`src/rtl/reg_wb_queue.sv`:
```
// -----------------------------------------------------------------------------
// reg_wb_queue
//   Write-back queue in front of the 32x32 register bank. Results from the
//   memory-load path and the ALU arrive over valid/ready, are queued in FIFO
//   order (load first when both land on the same edge), and are retired at
//   most one per cycle as a registered one-hot write enable plus data.
//   A pending-destination mask is exported for upstream hazard detection.
//
// Ports
//   Clk        in   1    rising-edge clock
//   Rst        in   1    synchronous active-high reset
//   Mem_Valid  in   1    load result offered
//   Mem_Rd     in   5    load destination register
//   Mem_Data   in   DW   load result
//   Mem_Ready  out  1    load result accepted at this edge if valid
//   Alu_Valid  in   1    ALU result offered
//   Alu_Rd     in   5    ALU destination register
//   Alu_Data   in   DW   ALU result
//   Alu_Ready  out  1    ALU result accepted at this edge if valid
//   D          out  DW   write data to the register bank
//   En         out  32   one-hot write enable (bit 0 never set)
//   Pend       out  32   destinations queued or being written this cycle
//   Busy       out  1    queue non-empty or a write on En
// -----------------------------------------------------------------------------
module reg_wb_queue #(
    parameter int DEPTH = 4,
    parameter int DW    = 32
) (
    input  logic          Clk,
    input  logic          Rst,
    input  logic          Mem_Valid,
    input  logic [4:0]    Mem_Rd,
    input  logic [DW-1:0] Mem_Data,
    output logic          Mem_Ready,
    input  logic          Alu_Valid,
    input  logic [4:0]    Alu_Rd,
    input  logic [DW-1:0] Alu_Data,
    output logic          Alu_Ready,
    output logic [DW-1:0] D,
    output logic [31:0]   En,
    output logic [31:0]   Pend,
    output logic          Busy
);

    localparam int AW = $clog2(DEPTH);
    localparam int CW = AW + 1;

    function automatic logic [31:0] f_onehot(input logic [4:0] rd);
        return (rd == 5'd0) ? 32'd0 : (32'd1 << rd);
    endfunction

    // Queue storage (data path, not reset)
    logic [4:0]    r_rd  [DEPTH];
    logic [DW-1:0] r_dat [DEPTH];

    // Control state
    logic [AW-1:0] r_wp;
    logic [AW-1:0] r_rp;
    logic [CW-1:0] r_cnt;
    logic [31:0]   r_en;
    logic [DW-1:0] r_d;

    logic [CW-1:0] w_free;
    logic          w_mem_push;
    logic          w_alu_push;
    logic          w_pop;
    logic [AW-1:0] w_alu_wp;
    logic [31:0]   w_pend;

    // Readiness uses only the pre-edge count: a pop on the same edge does
    // not free a slot early. The ALU only takes the last free slot when the
    // load path is not competing for it.
    assign w_free     = CW'(DEPTH) - r_cnt;
    assign Mem_Ready  = !Rst && (w_free >= CW'(1));
    assign Alu_Ready  = !Rst && ((w_free >= CW'(2)) || ((w_free == CW'(1)) && !Mem_Valid));
    assign w_mem_push = Mem_Valid && Mem_Ready;
    assign w_alu_push = Alu_Valid && Alu_Ready;
    assign w_pop      = (r_cnt != '0);
    // ALU entry lands behind the load entry when both are accepted together
    assign w_alu_wp   = w_mem_push ? (r_wp + AW'(1)) : r_wp;

    always_ff @(posedge Clk) begin
        if (w_mem_push) begin
            r_rd[r_wp]  <= Mem_Rd;
            r_dat[r_wp] <= Mem_Data;
        end
        if (w_alu_push) begin
            r_rd[w_alu_wp]  <= Alu_Rd;
            r_dat[w_alu_wp] <= Alu_Data;
        end
    end

    always_ff @(posedge Clk) begin
        if (Rst) begin
            r_wp  <= '0;
            r_rp  <= '0;
            r_cnt <= '0;
            r_en  <= '0;
            r_d   <= '0;
        end else begin
            r_wp  <= r_wp + AW'(w_mem_push) + AW'(w_alu_push);
            r_cnt <= r_cnt + CW'(w_mem_push) + CW'(w_alu_push) - CW'(w_pop);
            if (w_pop) begin
                r_rp <= r_rp + AW'(1);
                r_en <= f_onehot(r_rd[r_rp]);
                r_d  <= r_dat[r_rp];
            end else begin
                r_en <= '0;
            end
        end
    end

    // Pending mask: OR of every occupied slot's destination plus the write
    // currently on En, so a duplicate Rd stays flagged until its last copy
    // has been written.
    always_comb begin
        w_pend = r_en;
        for (int i = 0; i < DEPTH; i++) begin
            if (CW'(i) < r_cnt) begin
                w_pend = w_pend | f_onehot(r_rd[r_rp + AW'(i)]);
            end
        end
        w_pend[0] = 1'b0;
    end

    assign Pend = w_pend;
    assign En   = r_en;
    assign D    = r_d;
    assign Busy = (r_cnt != '0) || (r_en != '0);

endmodule

```
`config.mk`:
```
export PLATFORM = sky130hd
export DESIGN_NAME = reg_wb_queue
export DESIGN_NICKNAME = d
export VERILOG_FILES = /design/src/rtl/reg_wb_queue.sv
export SDC_FILE = /design/constraint.sdc
export NUM_CORES = 1
export LEC_CHECK = 0
export ABC_AREA = 1
export ABC_CLOCK_PERIOD_IN_PS = 6600
export CAP_MARGIN = 20
export CORE_UTILIZATION = 35
export DETAILED_ROUTE_END_ITERATION = 12
export DONT_BUFFER_PORTS = 1
export PLACE_DENSITY = 0.48
export SYNTH_ARGS = -nofsm -noshare
export SYNTH_HDL_FRONTEND = slang
export SYNTH_SLANG_ARGS = --single-unit
```
`constraint.sdc`:
```
create_clock -name Clk -period 6.6 [get_ports Clk]
set_input_delay 1.32 -clock Clk [delete_from_list [all_inputs] [get_ports Clk]]
set_output_delay 1.32 -clock Clk [all_outputs]
set_load 0.05 [all_outputs]
```
* After elaboration in Yosys (flattened, before gate mapping) *
Memory sizes are Yosys's and may differ from the RTL's. A register that Yosys moved wholly into a read port is not among the register bits.
Cells that the tools add are included.

storage, ports and cells
  register bits after elaboration = 39
  word-level logic and storage cells = 63
  output and inout bits = 99
  memories kept = 2
  RAM bits = 148
  input bits = 78

memory list
  name   depth  bits a word  rd ports  clocked after memory_dff  write ports  line  text
  r_dat  4      32           1         1                         2            54    logic [DW-1:0] r_dat [DEPTH];
  r_rd   4      5            4         1                         2            53    logic [4:0] r_rd [DEPTH];

cells by class
  reductions and logical operators = 16
  shift operators = 4
  multiplexer cells = 15
  order comparisons = 6
  $add $sub $neg = 10
  bitwise operators = 5
  equality and inequality tests = 1

operators with widths
  kind                                                  number
  2-to-1 mux 32 bit                                     8
  OR 32 bit                                             4
  << shifter 1 x 5 -> 32 bit (first input constant)     4
  nonzero test 32 bit                                   1
  logical NOT 5 bit                                     4
  adder 3 x 1 -> 3 bit                                  2
  < comparator 1 x 3 -> 1 bit (first input constant)    2
  < comparator 2 x 3 -> 1 bit (first input constant)    2
  2-to-1 mux 2 bit                                      3
  logical AND 1 bit                                     5
  adder 2 x 1 -> 2 bit                                  2
  adder 2 x 1 -> 2 bit (second input constant)          2
  adder 2 bit (second input constant)                   2
  2-to-1 mux 1 bit                                      4
  == test 3 x 1 -> 1 bit (second input constant)        1
  >= comparator 3 x 1 -> 1 bit (second input constant)  1
  >= comparator 3 x 2 -> 1 bit (second input constant)  1
  nonzero test 3 bit                                    1
  subtractor 3 x 1 -> 3 bit                             1
  subtractor 3 bit (first input constant)               1
  logical NOT 1 bit                                     2
  logical OR 1 bit                                      2
  OR reduction 2 bit                                    1
  inverter 1 bit                                        1

* Logic depth before layout (Yosys ltp) *
  depth in word-level cells = 10
  gate-level depth with buffers = 16
  depth with buffers taken out = 15

* Worst setup path before layout *
Ideal clock, no wire load.

  kind = input to register
  start point = input Rst
  end point = memory r_dat[2][0] (enable)
  arrival = 3.302 ns
  required time = 6.205 ns
  stages on the path = 8
  path buffers = 3
  path slack = 2.903 ns
  path through = buf_4 inv_2 nand3_4 xor2_4 nand3_1 buf_4 buf_2 nand2_1

RTL lines
  what         line  text
  from (decl)  30    input logic Rst,
  to (decl)    54

* Final worst setup path *
  start point = register r_rp[0]
  end point = output Pend[24]

between the ends
  cells in the longest elaborated chain, start to end = 10

RTL lines
  what                                                             line  text
  from (decl)                                                      58    logic [AW-1:0] r_rp;
  from (signal assigned)                                           104   r_rp <= r_rp + AW'(1);
  adder 2 x 1 -> 2 bit                                             120   w_pend = w_pend | f_onehot(r_rd[r_rp + AW'(i)]);
  memory (4 x 5 bit) *                                             --
  logical NOT 5 bit or << shifter 1 x 5 -> 32 bit (tied branches)  49    return (rd == 5'd0) ? 32'd0 : (32'd1 << rd);
  2-to-1 mux 32 bit                                                49
  OR 32 bit                                                        120
  2-to-1 mux 32 bit                                                119   if (CW'(i) < r_cnt) begin
  OR 32 bit                                                        120
  2-to-1 mux 32 bit                                                119
  OR 32 bit                                                        120
  2-to-1 mux 32 bit *                                              119
  to (decl)                                                        41    output logic [31:0] Pend,

Mark *: on every way between the ends. The rest lies on a longest branch, timed or not.

==> results.toml <==
[logic_synthesis]
syn-instance-count = 1612
ys.warnings.count = 0
ys_types = 39
synth_xor_xnor_area_share_pct = 0.371
muxShareOfSynthArea_pct = 0
synth_area_per_cell_sq_um = 7.54
async_flop_share_pct = 0
yosys.area_share.simple_pct = 35.6
synth_seq_cells = 221
synth_top_family_by_area = "simple AND/OR/NAND/NOR gates"
synth-edff-count = 148
post-synth-top-area-fraction_pct = 36.6
yosys.area_share.adder_pct = 1.63
synth_compound_area_share_pct = 7.46
synth_top_area_cell = "edfxtp_1"
ys.flop_type = "edfxtp_1"
ys_seq_area_share_pct = 48.6
netlist_area_sq_um = 12200
synthTopCellsByArea = "edfxtp_1 (37%), nand2_1 (23%), dfxtp_1 (12%)"

[floorplan]
row_count = 67
io-pin-count = 177
die_x_microns = 188
core_area_sq_um = 33900
start_util_pct = 35.9
die-area_sq_um = 35500
die_y_microns = 188

[clocking]
cts_buffers = 27
cts_setup_buffers = 0
cts_max_path_buffers = 3
cts_tree = "yes"
cts_resized = 0
clk_pin_slew_ns = 0.06
hold_buffers = 0
h-tree-depth = 1
cts_sinks = 221
cts_root_buf = "clkbuf_16"
clock_latency_ns = 0.53

[finish]
final_util_pct = 39.5
layout_commonest_cell = "nand2_1"
syn2layout_area_growth_pct = 9.93
layout_common_cells = "nand2_1 (747), edfxtp_1 (148), nor2_1 (144)"
nFillCells = 3537
drive_above_1_share_pct = 6.57
nNetsFinal = 1671
fin_cells = 2048

[flow_run]
drv_cap = 0

[critical_path]
worstPathArrival_ns = 3.73
crit_chain = "buf_4 -> inv_2 -> nand2_1 -> nand2_2 -> nand2_1 -> nand2_1 -> inv_1 -> nand3_1 -> nand2_1 -> nor2_1 -> nand2_1"
crit_required_ns = 5.28
max_stage_delay_ns = 0.55
worst_path_most_repeated_cell = "nand2_1"
critPathLaunchType = "register"
worstSetupPathType = "reg -> out"
endpoint_kind = "output port"
cp_max_fo = 27
crit_path_top_delay_cell = "inv_1"

[sta]
fmax_mhz = 198
rsz0062_at_grt = "false"
final.setup_skew_ns = 0.0173
hold_ws_ns = 0.529
finalMaxSlewViolations = 0
fin_crit_sh_pct = 76.5
hold_viol = 0
slew_headroom_pct = 28.0
tns_ns = 0
worst_pin_slew_ns = 1.07
fin_crit_ns = 5.05
setup_viol = 0

[detailed_routing]
route.detailed.drc = 0
wl_per_cell_microns = 20.6
via_count = 10600
drtAntennaViolNets = 0
avgViaCountPerCell = 5.15
dr_wl_met3_mm = 3.72
wl_mm = 42.3
topRoutingLayerUsed = "met4"
wl_met1_mm = 16.8
first_iter_violations = 824
met2_length_mm = 20.5
first_pass_iters = 6

[grt]
grt_pass1_vias = 10400
antenna_found_initial = 0
grt_pass1_wl_mm = 64.4
track_usage_pct = 23.8
grt_max_degree = 66
grt_overflow = 0

[power_and_ir_drop]
power_density_nw_per_um2 = 509
vdd_ir_drop_max_uv = 275
p_leak_uw = 0.00583

[run_status]
status = "finished, final reports clean"

[placement]
dp_hpwl_mm = 27.9
gp_congestion = 0.961
place_inst = 1998
port_buffers = 0

[hold_path]
hold_class = "reg -> reg"
## flip-flops by register name, summed over array words and instances, names as in the netlist, named ones only
name   flops
r_rd      20
r_wp       2
En        32
D         32
r_rp       2
r_cnt      3
r_dat    128
## through the flow
step | power (uW) | area [sq um] | setup WS (ns)
after detailed placement | 5360 | 12500 | 2.17
final | 6800 | 13400 | 1.55
after global routing | 7220 | 13400 | 1.19
after floorplan | 4540 | 12200 | 2.90
after CTS | 6820 | 13400 | 1.60
after global placement | 5340 | 12500 | 2.21
## final timing paths
| check | slack [ns] | endpoint | start | depth (start not counted) |
|---|---|---|---|---|
| worst max-delay path | 1.55 | Pend[24] | r_rp[0] | 11 |
| worst min-delay path | 0.53 | D[27] | r_dat[2][27] | 2 |
| worst max register to register | 3.16 | r_dat[2][16] | r_cnt[0] | 13 |
| worst min register to register | 0.53 | D[27] | r_dat[2][27] | 2 |
## metal layers
layer | vias up | GRT usage (%)
met3 | 83 | 6.22
met4 | 0 | 7.20
li1 | 5209 | -
met5 | - | 0
met1 | 4865 | 27.9
met2 | 396 | 42.4
## kinds of logic after synthesis
group                    after synthesis
AO/OA/AOI/OAI                        139
XOR/XNOR                               3
adder cells (fa/ha/maj)               14
buffers and inverters                170
flip-flops                           221
other                                  1
AND/OR/NAND/NOR                     1064
## critical path, delay by kind of cell (launching register included)
family,cells,cell delay [ns]
buffers and inverters,3,1.13
flip-flops,1,0.49
AND/OR/NAND/NOR,8,1.53
## report_power, final
group | total [uW] | switching [uW] | leakage, uW | internal (uW)
Sequential | 2350 | 500 | 0.00195 | 1850
Combinational | 3000 | 2380 | 0.00345 | 618
Clock | 1460 | 581 | 0.000426 | 875
Total | 6800 | 3460 | 0.00583 | 3340
## cell type report
cell class	instances	area, sq um	share of cell area (%)
diodes	1	2.50	0.0187
clock buffers	38	757	5.66
clock inverters	11	113	0.843
inverters	89	337	2.52
multi-input cells	1222	5530	41.4
flip-flops and latches	221	5910	44.2
well taps	448	561	4.19
repair buffers	18	160	1.20
## synth_stat cells (3+ instances only)
library cell / n
a41oi_1: 14
o21ai_0: 39
inv_1: 74
a22oi_1: 50
nor3_1: 7
buf_4: 27
o21ai_1: 7
nand4_1: 20
clkbuf_1: 34
nand3_1: 108
inv_2: 12
nor2_4: 5
nand2_2: 5
dfxtp_1: 73
nor2_1: 144
ha_1: 11
fa_1: 3
nor2_2: 7
edfxtp_1: 148
a21oi_1: 6
buf_2: 19
nor4_1: 10
nand2_1: 751
a31oi_1: 21
No activity file was read; power rests on OpenSTA's default activity.
